===== src/rtl/cp_remove_pkg.sv =====
// Shared constants and types for the cyclic-prefix remover.
package cp_remove_pkg;

    localparam int unsigned N_FFT_DEF  = 512;
    localparam int unsigned CP_LEN_DEF = 32;
    localparam int unsigned DW_DEF     = 12;
    localparam int unsigned SYM_W      = 4;

    typedef enum logic [1:0] {
        IDLE = 2'd0,
        SKIP = 2'd1,
        PASS = 2'd2,
        DONE = 2'd3
    } state_t;

    // Counter width for values 0..n-1, never narrower than one bit.
    function automatic int unsigned cnt_width(input int unsigned n);
        return (n <= 2) ? 1 : $clog2(n);
    endfunction

endpackage


===== src/rtl/cp_remove.sv =====
// Strips the cyclic prefix from each OFDM symbol of a frame and forwards the
// N_FFT useful samples to the FFT with symbol index and end-of-symbol marks.
module cp_remove
    import cp_remove_pkg::*;
#(
    parameter int unsigned N_FFT  = N_FFT_DEF,
    parameter int unsigned CP_LEN = CP_LEN_DEF,
    parameter int unsigned DW     = DW_DEF
) (
    input  logic             clk,
    input  logic             rst_n,
    input  logic             new_frame,
    input  logic [SYM_W-1:0] sym_num,
    input  logic [DW-1:0]    di_re,
    input  logic [DW-1:0]    di_im,
    input  logic             di_vld,
    output logic [DW-1:0]    do_re,
    output logic [DW-1:0]    do_im,
    output logic             do_vld,
    output logic             do_last,
    output logic [SYM_W-1:0] do_sym_idx,
    output logic             frame_done
);

    localparam int unsigned CW  = cnt_width(N_FFT);
    localparam int unsigned SW1 = SYM_W + 1;

    localparam logic [CW-1:0] CP_LAST  = CW'(CP_LEN - 1);
    localparam logic [CW-1:0] FFT_LAST = CW'(N_FFT - 1);

    state_t           state;
    logic [CW-1:0]    cnt;
    logic [SYM_W-1:0] sym_lat;

    // Frame FSM, sample/symbol counters and output register in one process.
    always_ff @(posedge clk or negedge rst_n) begin
        if (!rst_n) begin
            state      <= IDLE;
            cnt        <= '0;
            sym_lat    <= SYM_W'(1);
            do_re      <= '0;
            do_im      <= '0;
            do_vld     <= 1'b0;
            do_last    <= 1'b0;
            do_sym_idx <= '0;
            frame_done <= 1'b0;
        end else begin
            do_vld     <= 1'b0;
            do_last    <= 1'b0;
            frame_done <= 1'b0;

            if (new_frame) begin
                // Frame start wins over any sample in the same cycle and aborts a running frame.
                state      <= SKIP;
                cnt        <= '0;
                do_sym_idx <= '0;
                sym_lat    <= (sym_num == '0) ? SYM_W'(1) : sym_num;
            end else begin
                case (state)
                    IDLE: ;
                    SKIP: begin
                        // Index advances as do_last of the previous symbol drops.
                        if (do_last) begin
                            do_sym_idx <= do_sym_idx + SYM_W'(1);
                        end
                        if (di_vld) begin
                            if (cnt == CP_LAST) begin
                                cnt   <= '0;
                                state <= PASS;
                            end else begin
                                cnt <= cnt + CW'(1);
                            end
                        end
                    end
                    PASS: begin
                        if (di_vld) begin
                            do_re  <= di_re;
                            do_im  <= di_im;
                            do_vld <= 1'b1;
                            if (cnt == FFT_LAST) begin
                                do_last <= 1'b1;
                                cnt     <= '0;
                                if ((SW1'(do_sym_idx) + SW1'(1)) < SW1'(sym_lat)) begin
                                    state <= SKIP;
                                end else begin
                                    state <= DONE;
                                end
                            end else begin
                                cnt <= cnt + CW'(1);
                            end
                        end
                    end
                    DONE: begin
                        frame_done <= 1'b1;
                        state      <= IDLE;
                    end
                    default: state <= IDLE;
                endcase
            end
        end
    end

endmodule


===== config.mk =====
export PLATFORM = sky130hd
export DESIGN_NAME = cp_remove
export DESIGN_NICKNAME = d
export VERILOG_FILES = /design/src/rtl/cp_remove_pkg.sv /design/src/rtl/cp_remove.sv
export SDC_FILE = /design/constraint.sdc
export NUM_CORES = 1
export LEC_CHECK = 0
export BUFFER_PORTS_ARGS = -buffer_cell sky130_fd_sc_hd__buf_2
export CAP_MARGIN = 20
export CORE_ASPECT_RATIO = 0.75
export CORE_MARGIN = 5
export CORE_UTILIZATION = 37
export DETAILED_ROUTE_END_ITERATION = 10
export HOLD_SLACK_MARGIN = 0.06
export SYNTH_ARGS = -nofsm -noshare
export SYNTH_HDL_FRONTEND = slang
export SYNTH_SLANG_ARGS = --single-unit

===== constraint.sdc =====
create_clock -name clk -period 3.2 [get_ports clk]
set_input_delay 0.16 -clock clk [delete_from_list [all_inputs] [get_ports clk]]
set_output_delay 0.16 -clock clk [all_outputs]
set_load 0.02 [all_outputs]

**Word level (Yosys, flattened, before mapping)**

Cells that the tools add are included.

- Register bits after elaboration: 46
- Output and inout port bits: 31
- Word-level logic and storage cells: 58

- Add/sub/neg operators: 3
- Magnitude comparators: 1
- Eq/ne operators: 9
- Mux-type cells: 26
- Bitwise operators: 1
- Reductions and logical operators: 9

Operators with widths:

| kind | count |
|---|---|
| $mux W9 | 5 |
| $pmux W9 S2 | 1 |
| $mux W4 | 4 |
| $mux W2 | 6 |
| $ne A3 B3 Y1 const B | 4 |
| $add A9 B1 Y9 const B | 1 |
| $eq A9 B5 Y1 const B | 1 |
| $eq A9 B9 Y1 const B | 1 |
| $mux W1 | 9 |
| $pmux W2 S3 | 1 |
| $reduce_and A3 Y1 | 2 |
| $add A4 B1 Y5 const B | 1 |
| $lt A5 B4 Y1 | 1 |
| $reduce_and A5 Y1 | 1 |
| $add A4 B1 Y4 const B | 1 |
| $eq A2 B2 Y1 const B | 2 |
| $logic_not A4 Y1 | 1 |
| $reduce_bool A2 Y1 | 2 |
| $reduce_bool A4 Y1 | 1 |
| $reduce_bool A3 Y1 | 1 |
| $eq A2 B1 Y1 const B | 1 |
| $reduce_and A2 Y1 | 1 |
| $not A1 Y1 | 1 |

**Depth between registers and ports, before layout**

- Word-level depth: 7
- Depth in mapped cells: 9
- Gate-level depth less buffers: 9

**Worst setup path before layout**

Ideal clock, no wire load.

- Path kind: register to register
- Start: register cnt[0]
- End: register cnt[3]
- Data arrival time: 2.211 ns
- Data required time: 3.099 ns
- Setup slack: 0.888 ns
- Stages on the path, launching flop included: 10
- Path through: dfrtp_1 > ha_1 > and4_1 > nand2_1 > nor2_1 > ha_1 > and3b_1 > a311oi_4 > nand2_4 > o311ai_2

- Word-level cells in the longest chain between the ends: 5

RTL lines:

| item | line | RTL |
|---|---|---|
| from (decl) | cp_remove.sv:32 | `logic [CW-1:0] cnt;` |
| from (signal assigned) | cp_remove.sv:71 | `cnt <= cnt + CW'(1);` |
| from (signal assigned) | cp_remove.sv:89 | `cnt <= cnt + CW'(1);` |
| $add A9 B1 Y9, or another cell as far along | cp_remove.sv:71, cp_remove.sv:89 |  |
| $mux W9 (on tied branches) | cp_remove.sv:80, cp_remove.sv:67 |  |
| $mux W9 (on tied branches) | cp_remove.sv:76, cp_remove.sv:66 |  |
| $pmux W9 S2 (*) | cp_remove.sv:59 | `case (state)` |
| $mux W9 (*) | cp_remove.sv:52 | `if (new_frame) begin` |

Mark *: on every way between the ends. The rest lies on a longest branch, timed or not. The select of a mux whose other input is x is not followed.
A chain may end at the register's enable or synchronous reset.

**Final worst setup path**

Ends and elaborated chain as after synthesis.

==> impl_metrics.toml <==
[critical_path]
cp_max_fo = 8
crit_path_end_kind = "flip-flop"
crit_type = "flip-flop to flip-flop"
crit_buf_inv = 0
required_ns = 3.39
cpMostUsedCell = "ha_1"
critPathSlowestCell = "a311oi_4"
critPathTopFamily = "simple AND/OR/NAND/NOR gates"
critPathLaunchType = "flip-flop"
worstPathCellList = "ha_1 > and4_1 > nand2_1 > nor2_1 > ha_1 > and3b_1 > a311oi_4 > nand2_4 > o311ai_2"
critPathMaxStageDelay_ns = 0.50
worstPathArrival_ns = 2.76

[synthesis]
synth_async_sr_flop_share_pct = 100
synth_area_per_cell_um2 = 12.1
post_synth_num_cell_types = 39
synthesis.area_um2 = 2090
yosys.area.top_type = "dfrtp_1"
synth_edf_count = 0
postSynthCellCount = 173
seq_area_frac_synth_pct = 55.1
yosys-top-cells-area = "dfrtp_1 54%, mux2_2 13%, ha_1 3.6%, nand2_1 3.6%, o311ai_2 3.1%"
synth_top_area_share_pct = 53.8
syn-num-nets = 211
synth_warnings = 0
ys.flop_type = "dfrtp_1"
ys_ff_latch = 46

[die]
io_pins = 63
die_h_um = 75.1
coreArea_um2 = 5410
start_util_pct = 38.7
rows = 23
die-area_um2 = 7280
die_width_um = 96.9

[cts]
clock_latency_ns = 0.29
cts_tree = "built"
htreeDepth = 2
clkTransAtPathRegs_ns = 0.09
clock_path_buffers = 2
root_buffer = "clkbuf_8"
post_cts_buffers = 0
cts_resized = 0
cts_sinks = 46
numCtsBuffers = 5

[status]
status = "finished clean"

[final_layout]
area_growth_pct = 24.6
final_cell_area_um2 = 2610
layout_common_cells = "62 x buf_2, 45 x dfrtp_1, 24 x mux2_2, 20 x nand2_1, 12 x nand3_1"
final_nets = 279
diodes = 0
final_common_cell = "buf_2"
drive_above_1_share_pct = 43.8

[detailed_routing]
vias_per_cell = 4.77
wl_um = 4290
wl_per_cell_um = 13.5
drc = 0
drt_iter0_drc = 50
vias = 1511
dr.pass1.iters = 4
antenna_left = 0

[power_and_ir_drop]
ir_drop_mv = 0.220
p_per_area_nw_per_um2 = 392
cellLeakagePower_uw = 0.00135

[timing]
fin_crit_sh_pct = 80.1
maxSlewHeadroom_pct = 61.4
period_minus_slack_ns = 2.56
timing.final.max_slew_violations = 0
finalClockSkew_ns = 0.00477
setup_viol = 0
hold_violations = 0
tns_ns = 0
timing_worst_slew_pin_value_ns = 0.579
rsz0062_at_grt = "false"
fmax_mhz = 390

[place]
dp_hpwl_um = 3140
place_area_um2 = 2480
place.gp.congestion = 0.699
io_buffer_count = 62

[global_routing]
overflow = 0
grt_pass1_wl_um = 7400
first_global_vias = 1535
grt.total_usage_pct = 12.7
grt_max_degree = 47
antenna_found_initial = 0

[job]
cap_viol_max_count = 0

[hold_path]
hold_path_class = "input port to flip-flop"
==> registers in the layout, indices dropped and copies added, names as in the netlist <==
| register | count |
|---|---|
| do_im | 12 |
| do_re | 12 |
| cnt | 9 |
| do_sym_idx | 4 |
| sym_lat | 4 |
| state | 2 |
| do_last | 1 |
| do_vld | 1 |
| frame_done | 1 |
==> worst reg2reg max path: cells and delay by family, from the launching register on <==
family                   cells  cell delay [ns]
AND/OR/NAND/NOR              5             0.85
AO/OA/AOI/OAI                2             0.77
flip-flops                   1             0.41
adder cells (fa/ha/maj)      2             0.44
==> logic make-up after synthesis <==
logic type	Yosys count	synth area share [%]
AO/OA/AOI/OAI	27	10.6
XOR/XNOR	5	2.09
adder cells (fa/ha/maj)	6	3.59
buffers and inverters	9	1.97
flip-flops	46	55.1
multiplexers	24	12.9
AND/OR/NAND/NOR	56	13.7
==> cell type report <==
| class | count | area, um2 |
|---|---|---|
| multi-input cells | 118 | 900 |
| fillers | 529 | 2800 |
| flip-flops and latches | 46 | 1150 |
| clock buffers | 6 | 82.6 |
| clock inverters | 2 | 12.5 |
| well taps | 75 | 93.8 |
| repair buffers | 65 | 348 |
| inverters | 5 | 18.8 |
==> layer usage <==
metal	vias to the layer above	wire, um	track usage (%)
met5	-	0	0
met4	0	27	2.80
met3	2	248	3.61
met2	37	1910	20.8
met1	716	2100	17.0
li1	756	-	-
==> cells in the mapped netlist, types with 2 or more instances <==
master / n
a21oi_1: 6
a31oi_1: 2
and2_1: 3
buf_4: 2
dfrtp_1: 45
ha_1: 6
inv_1: 5
mux2_2: 24
nand2_1: 20
nand3_1: 12
nor2_1: 6
o21a_1: 2
o21ai_0: 7
o311ai_2: 4
or3_1: 2
xor2_1: 4
==> through the flow <==
stage | worst slack, ns | hold slack [ns] | std cells | utilization, % | total power (uW)
finish | 0.637 | 0.0891 | 317 | 48.2 | 1020
global route | 0.449 | 0.0852 | 317 | 48.2 | 1070
CTS | 0.634 | 0.0712 | 315 | 47.6 | 1030
detailed placement | 0.646 | 0.387 | 307 | 45.9 | 663
global placement | 0.707 | 0.385 | 307 | 45.9 | 662
floorplan | 0.888 | -0.136 | 173 | - | 625
==> report_power, final <==
part / switching (uW) / total (uW) / internal, uW / leakage [uW]
Sequential: 3.52 / 592 / 588 / 0.000627
Combinational: 35.9 / 61.8 / 25.9 / 0.000678
Clock: 196 / 370 / 174 / 0.0000472
Total: 235 / 1020 / 788 / 0.00135
==> path summary, 6_finish.rpt <==
kind,depth (start not counted),end,slack [ns],startpoint
max reg2reg,9,cnt[3]$_DFFE_PN0P_,0.64,cnt[0]$_DFFE_PN0P_
min,3,sym_lat[1]$_DFFE_PN0P_,0.09,sym_num[1]
max in group asynchronous,3,sym_lat[0]$_DFFE_PN1P_,2.49,rst_n
min in group asynchronous,2,sym_lat[1]$_DFFE_PN0P_,0.22,rst_n
min reg2reg,2,sym_lat[0]$_DFFE_PN1P_,0.50,sym_lat[0]$_DFFE_PN1P_
max,9,cnt[3]$_DFFE_PN0P_,0.64,cnt[0]$_DFFE_PN0P_
==> what timing repair did <==
| item | in CTS | in global routing |
|---|---|---|
| setup endpoints to repair | 0 | 0 |
| endpoints found under the hold margin | 0 | 45 |
| hold buffers | 0 | 1 |
(Power assumes the default switching activity.)
